[config.mk]
export PLATFORM = sky130hd
export DESIGN_NAME = divider_for_dynamic_lighting
export DESIGN_NICKNAME = d
export VERILOG_FILES = /design/src/rtl/sevenseg_pkg.sv /design/src/rtl/ce_counter.sv /design/src/rtl/divider_for_dynamic_lighting.sv
export SDC_FILE = /design/constraint.sdc
export NUM_CORES = 1
export LEC_CHECK = 0
export ABC_CLOCK_PERIOD_IN_PS = 1330
export CORE_MARGIN = 2
export CORE_UTILIZATION = 30
export DETAILED_ROUTE_END_ITERATION = 6
export PLACE_DENSITY = 0.45
export REMOVE_ABC_BUFFERS = 1
export SETUP_SLACK_MARGIN = 0.02
export SKIP_LAST_GASP = 1
export SLEW_MARGIN = 20
export SYNTH_ARGS = -nofsm -noshare
export SYNTH_HDL_FRONTEND = slang
export SYNTH_SLANG_ARGS = --single-unit
[constraint.sdc]
create_clock -name CLK -period 1.33 [get_ports CLK]
set_clock_uncertainty 0.05 [all_clocks]
set_input_delay 0.266 -clock CLK [delete_from_list [all_inputs] [get_ports CLK]]
set_output_delay 0.266 -clock CLK [all_outputs]
set_load 0.1 [all_outputs]
[src/rtl/sevenseg_pkg.sv]
// Shared constants for the SevenSegDev display: clock rates and digit count.
package sevenseg_pkg;

  localparam int CLK_HZ      = 40_000_000;
  localparam int SCAN_HZ     = 1000;
  localparam int DIV_DEFAULT = CLK_HZ / SCAN_HZ;
  localparam int NUM_DIGITS  = 4;

  // Bit width needed to hold 0 .. n-1; never narrower than one bit.
  function automatic int cnt_width(input int n);
    return (n < 2) ? 1 : $clog2(n);
  endfunction

endpackage

[src/rtl/ce_counter.sv]
// Generic modulo-N counter with a registered terminal-count pulse.
// The count advances on each edge where en is high and wraps N-1 -> 0
// explicitly, so non-power-of-2 moduli never reach an out-of-range state.
module ce_counter
  import sevenseg_pkg::*;
#(
  parameter int N = 4
) (
  input  logic                    clk,
  input  logic                    rst,
  input  logic                    en,
  output logic [cnt_width(N)-1:0] count,
  output logic                    tc
);

  localparam int W = cnt_width(N);
  localparam logic [W-1:0] LAST = W'(N - 1);
  localparam logic [W-1:0] ONE  = W'(1);

  logic at_last;
  assign at_last = (count == LAST);

  // Count enabled steps; tc is high for the single cycle after the wrap step.
  always_ff @(posedge clk or posedge rst) begin
    if (rst) begin
      count <= '0;
      tc    <= 1'b0;
    end else begin
      tc <= en && at_last;
      if (en) begin
        count <= at_last ? '0 : count + ONE;
      end
    end
  end

endmodule

[src/rtl/divider_for_dynamic_lighting.sv]
// Clock-enable generator for multiplexed seven-segment scanning.
// A free-running prescaler produces a one-cycle CEOUT pulse every DIV clocks;
// a second counter, advanced by that pulse, provides the digit-scan index.
module divider_for_dynamic_lighting
  import sevenseg_pkg::*;
#(
  parameter int DIV    = DIV_DEFAULT,
  parameter int DIGITS = NUM_DIGITS
) (
  input  logic                        CLK,
  input  logic                        RST,
  output logic                        CEOUT,
  output logic [$clog2(DIGITS)-1:0]   DIGIT
);

  // Reject degenerate dividers and digit counts at elaboration.
  generate
    if (DIV < 2) begin : g_bad_div
      $error("divider_for_dynamic_lighting: DIV must be >= 2");
    end
    if (DIGITS < 2) begin : g_bad_digits
      $error("divider_for_dynamic_lighting: DIGITS must be >= 2");
    end
  endgenerate

  logic [cnt_width(DIV)-1:0]    cnt;
  logic [cnt_width(DIGITS)-1:0] digit_cnt;
  logic                         ce;
  logic                         digit_wrap;

  // Prescaler: counts every cycle; its registered terminal pulse is CEOUT.
  ce_counter #(
    .N (DIV)
  ) u_prescaler (
    .clk   (CLK),
    .rst   (RST),
    .en    (1'b1),
    .count (cnt),
    .tc    (ce)
  );

  // Digit counter: steps on each CEOUT cycle, so DIGIT moves one cycle after the pulse.
  ce_counter #(
    .N (DIGITS)
  ) u_digit (
    .clk   (CLK),
    .rst   (RST),
    .en    (ce),
    .count (digit_cnt),
    .tc    (digit_wrap)
  );

  assign CEOUT = ce;
  assign DIGIT = digit_cnt;

  // The raw prescale count and the digit wrap pulse are not needed downstream.
  logic unused;
  assign unused = ^{cnt, digit_wrap};

endmodule

Word level (Yosys, flattened, before mapping)
Cells that the tools add are included.
{"block": "totals", "latch_bits": 0, "mem_bits_ro": 0, "out_inout_bits": 3, "elab_cells": 9, "mem_bits_rw": 0, "ff_bits": 19, "inputBits": 2, "n_memories": 0}
{"block": "op_classes", "eq_ne": 2, "add_sub_neg": 2, "n_div": 0, "n_shift": 0, "reduce_logical": 0, "muxes": 2, "multipliers": 0, "magnitude_cmp": 0, "bitwise": 0}
{"op": "adder 16 x 1 -> 16 bit (second input constant)", "n": 1}
{"op": "equality test 16 bit (second input constant)", "n": 1}
{"op": "two-way mux 16 bit", "n": 1}
{"op": "adder 2 x 1 -> 2 bit (second input constant)", "n": 1}
{"op": "equality test 2 bit (second input constant)", "n": 1}
{"op": "two-way mux 2 bit", "n": 1}

Logic depth before layout (Yosys ltp)
{"block": "logic_depth", "ltp_word": 2, "depth_mapped": 5, "mapped_depth_nobuf": 4}

Modules after synthesis
Synthesis repeated with hierarchy kept, for this count alone.
{"block": "hier_totals", "hier_cells": 88, "area_unflattened_um2": 957.2}
{"mod": "ce_counter (u_prescaler)", "seq_area_each_um2": 425.4, "area_per_inst_um2": 828.3, "cells_each": 78, "n_inst": 1}
{"mod": "ce_counter (u_digit)", "seq_area_each_um2": 75.1, "area_per_inst_um2": 125.1, "cells_each": 9, "n_inst": 1}
{"mod": "divider_for_dynamic_lighting", "seq_area_each_um2": 0.0, "area_per_inst_um2": 3.8, "cells_each": 1, "n_inst": 1}

Worst setup path before layout
Ideal clock, no wire load.
{"block": "synth_path", "path_type": "flip-flop to flip-flop", "startpoint": "register u_digit.count[0]", "endpoint": "register u_digit.count[1]", "period_less_slack_ps": 1715, "arrival_ps": 1539, "setup_slack_ps": -385, "path_buffers": 0, "setup_time_ps": 126, "stages_incl_launch_ff": 3, "required_ps": 1154, "path_cell_list": "dfrtp_1 ha_1 mux2_2"}
{"block": "synth_via", "elab_chain_len": 2, "word_cells_on_any_way": 3, "cone_classes": "1 x add/sub; 1 x eq/ne; 1 x mux"}
{"item": "start, declared", "line_no": "ce_counter.sv:12", "source": "output logic [cnt_width(N)-1:0] count,"}
{"item": "start signal, assigned", "line_no": "ce_counter.sv:31", "source": "count <= at_last ? '0 : count + ONE;"}
{"item": "adder 2 x 1 -> 2 bit / equality test 2 bit (equally long branches)", "line_no": "ce_counter.sv:31, ce_counter.sv:21"}
{"item": "two-way mux 2 bit (*)", "line_no": "ce_counter.sv:31"}
Every way passes the cells marked *; elsewhere a longest branch is shown, timed or not.
A chain may end at the register's enable or synchronous reset.

Worst setup path in the final report
{"block": "layout_path", "startpoint": "register u_prescaler.count[7]", "endpoint": "register u_prescaler.count[12]"}
{"block": "layout_via", "elab_chain_len": 2, "word_cells_on_any_way": 3, "cone_classes": "1 x add/sub; 1 x eq/ne; 1 x mux"}
{"item": "start, declared", "line_no": "ce_counter.sv:12"}
{"item": "start signal, assigned", "line_no": "ce_counter.sv:31"}
{"item": "adder 16 x 1 -> 16 bit / equality test 16 bit (equally long branches)", "line_no": "ce_counter.sv:31, ce_counter.sv:21"}
{"item": "two-way mux 16 bit (*)", "line_no": "ce_counter.sv:31"}
Marked as above.

==> results.txt <==
----------------------------------------------------
[Timing]
  Finish-stage setup viols ... 8
  Post-layout minimum cycle time ... 1.444 ns
  Worst-case headroom to the max-slew limit ... 80.55%
  Slew at the pin with the worst max-slew slack ... 0.2891 ns
  Total negative setup slack ... -0.5953 ns
  Final hold violations ... 0
  Period utilisation layout ... 108.6%
  FMAX ... around 690 MHz
  Max Transition Viols Final ... 0
  Worst-case setup margin in the final layout ... -0.1138 ns
  Unrepaired setup endpoints after global routing ... yes

[Clock network]
  Later-pin clock latency in the skew report ... between 0.2 and 0.3 ns
  Number of clock buffers inserted by TritonCTS ... 3
  Clock buffer depth ... 2
  TritonCTS clock tree ... done
  Clk sink count ... 19
  Number of H-tree levels ... 1
  CTS root buf ... clkbuf_4
  Clock-pin slew on the worst setup and hold paths ... about 0.1 ns
  Number of buffers inserted for hold repair after clock tree synthesis ... 0

[Critical path]
  Critical Path Fanout Max ... 5
  Worst Path Class, Setup ... register to register
  Crit path arrival time ... 1.63 ns
  Worst setup SP type ... register
  Req. time, crit path ... 1.51 ns
  Reg-to-reg critical path startpoint ... u_prescaler.count[7]
  Critical Path Sink Type ... register
  Start point of the critical path ... u_prescaler.count[7]

[Global routing]
  Initial antenna violation count ... 0
  Overflow left after global routing ... 0
  First-pass GRT wire length ... 3001 um
  Pin count of the biggest net entering global routing ... 20
  Vias in the first global route ... 683
  Total track usage ... roughly an eighth

[Floorplan]
  Die area ... 3372 sq um
  Core area ... 2758 sq um
  Boundary pin count ... 5
  Number of rows created at floorplan ... 19
  Initial standard-cell utilization of the core ... a little under a third
  Die width ... 58.07 um
  Vert. Die Dim ... 58.07 um

[Power and ir drop]
  Switching component of the power ... 182.6 uW
  Overall power of the completed layout ... 881.4 uW
  Clock power frac ... 32.7%
  Switching Fraction ... 20.72%
  Lkg Pwr ... 0.5484 nW
  Worst-case vdd ir drop ... 0.4532 mV
  Combinational Power Share ... about 1.8%
  Proportion of power drawn by flip-flops and latches ... 65.5%
  Power per cell area ... around 730 nW/um^2
  Cell-internal power ... 698.8 uW

[Layout]
  Layout net count ... 108
  Final-layout fill cell count ... between 200 and 300
  Area grow syn2layout ... 38.09%
  # diodes ... 0
  Fraction of layout instances using a drive strength above 1 ... roughly 38%
  Number of standard cells in the final layout excluding fillers ... between 100 and 150

[Detailed routing]
  DR pass1 iterations ... 3
  Detailed-routed wire length on met2 ... ~800 um
  Wire length after detailed routing ... 1699 um
  Uppermost routed layer ... met4
  Number of nets with antenna violations after routing ... 0
  Via-to-Cell Ratio ... 4.806
  Wire per inst ... 12.68 um
  Via count of the routed design ... about 640
  DRC marker count from the first detailed-route iteration ... 23
  Length of routed met3 wiring ... 68 um
  DR DRC count ... 0
  Wl on met1 ... about 800 um

[Synthesis]
  Cell area after technology mapping ... a little under 900 sq um
  Post-synth ARST share ... 100.0%
  Count of unique library cells instantiated by Yosys ... 23
  Synthesized instance count ... slightly below 80
  Synth Area in Compound Gates ... about 2.1%
  FF+latch count, synth ... 19
  Most used DFF post-synth ... dfrtp_1
  Sequential fraction of the synthesis area ... 54.21%
  Multiplexer area fraction after synthesis ... 2.425%
  EDFF count, synth ... 0
  Simple-gate share of the synthesized area ... 24.68%
  Xor/xnor share of the synthesized area ... 11.98%
  Mean Syn Cell Area ... 11.39 sq um
  Number of warnings printed during yosys synthesis ... 0
  Adder and majority cell fraction of the synthesized area ... approximately 2.9%
  Largest family of logic cells by synthesized area ... simple AND/OR/NAND/NOR gates

[Min path]
  Type of the tightest min-delay check ... primary input to asynchronous set/reset pin

[Placement]
  Port Buf Inserts ... 4
  Cell count after placement ... between 100 and 150
  Final weighted congestion of routability-driven global placement ... about 0.71
  Placed wire-length estimate ... 1293 um

[Run]
  Max_cap viols ... 0

[Run status]
  Failing checks ... setup timing
  Status ... complete, but fails checks

----------------------------------------------------
per-stage QoR:
stage / hold slack [ns] / area (sq um) / setup slack [ns] / util, %
floorplan: 0.1671 / 865.8 / -0.3851 / -
global placement: 0.3988 / 1122 / -0.09252 / 40.70
detailed placement: 0.4039 / 1122 / -0.1166 / 40.70
CTS: 0.2404 / 1176 / -0.1056 / 42.65
global route: 0.2468 / 1211 / -0.1730 / 43.92
finish: 0.2393 / 1211 / -0.1138 / 43.92
worst paths after layout:
kind	end	slack (ns)	depth (start not counted)
max	u_prescaler.count[12]	-0.11	5
max in group asynchronous	u_prescaler.tc	0.78	3
min	u_prescaler.count[5]	0.24	3
max reg2reg	u_prescaler.count[12]	-0.11	5
min reg2reg	u_prescaler.count[0]	0.42	1
min in group CLK	u_prescaler.count[0]	0.42	1
timing repair:
item	4_1_cts	5_1_grt
gates resized for setup	7	9
setup buffers	1	0
pin swaps	5	5
endpoints found under the setup margin	12	15
hold endpoints to repair	0	0
layout make-up:
class                      count  area, sq um  share of cell area (%)
clock buffer                   4        26.28                   2.169
inverter                       1        3.754                  0.3099
timing repair buffer          23        232.7                   19.21
sequential                    19        476.7                   39.36
tap                           31        38.79                   3.202
multi-input combinational     56        432.9                   35.74
Yosys cell counts (all sizes together) (2+ instances only):
library cell  number  area (sq um)
nand3              8         40.04
nor4               2         12.51
xnor2              4         35.03
dfrtp             19         475.5
ha                 2         25.02
nand4              6         37.54
nor2               9         33.78
and4               2         17.52
nand2              4         22.52
o21ai              2         10.01
xor2               8         70.07
layout by cell type, fill, tap and decap left out:
master           instances
a21oi_2                  1
and2_1                   1
and4_4                   2
buf_12                   4
buf_4                   16
buf_6                    2
clkbuf_1                 1
clkbuf_4                 3
clkdlybuf4s50_1          1
dfrtp_1                 18
dfrtp_2                  1
ha_1                     1
ha_2                     1
inv_1                    1
mux2_2                   1
mux2i_1                  1
nand2_1                  3
nand2_4                  1
nand2b_1                 1
nand3_1                  5
nand3_2                  2
nand3_4                  1
nand4_1                  6
nand4bb_1                1
nor2_1                   7
nor2_2                   1
nor2_4                   1
nor2b_1                  1
nor3_4                   1
nor4_1                   1
nor4_2                   1
o21ai_0                  1
o21ai_1                  1
or3_1                    1
xnor2_1                  4
xor2_1                   8
registers in the layout (all words and copies together), names as in the netlist:
name / flops
u_digit.count: 2
u_prescaler.count: 16
u_prescaler.tc: 1
power by group through the flow:
stage	Sequential [mW]	Clock, mW	Combinational, mW
3_3_place_gp	0.589	0	0.0176
4_1_cts	0.577	0.304	0.0177
5_1_grt	0.577	0.329	0.0194
6_report	0.577	0.288	0.0163
2_1_floorplan	0.589	0	0.00867
3_5_place_dp	0.589	0	0.0176
worst max-delay path: stages (launching register included):
cell and delay (ns):
dfrtp_1 0.39, buf_6 0.13, and4_4 0.26, nand3_1 0.09
or3_1 0.32, a21oi_2 0.13
routing by layer:
layer | GRT usage (%) | vias to the layer above
met5 | 0 | -
met4 | 2.990 | 0
met3 | 4.688 | 2
met2 | 18.99 | 8
met1 | 15.35 | 312
li1 | - | 322
cell families after synthesis:
logic type               Yosys count
AND/OR/NAND/NOR                   37
flip-flops                        19
XOR/XNOR                          12
AO/OA/AOI/OAI                      3
buffers and inverters              2
multiplexers                       2
adder cells (fa/ha/maj)            2
Power figures use the tool's default switching activity.
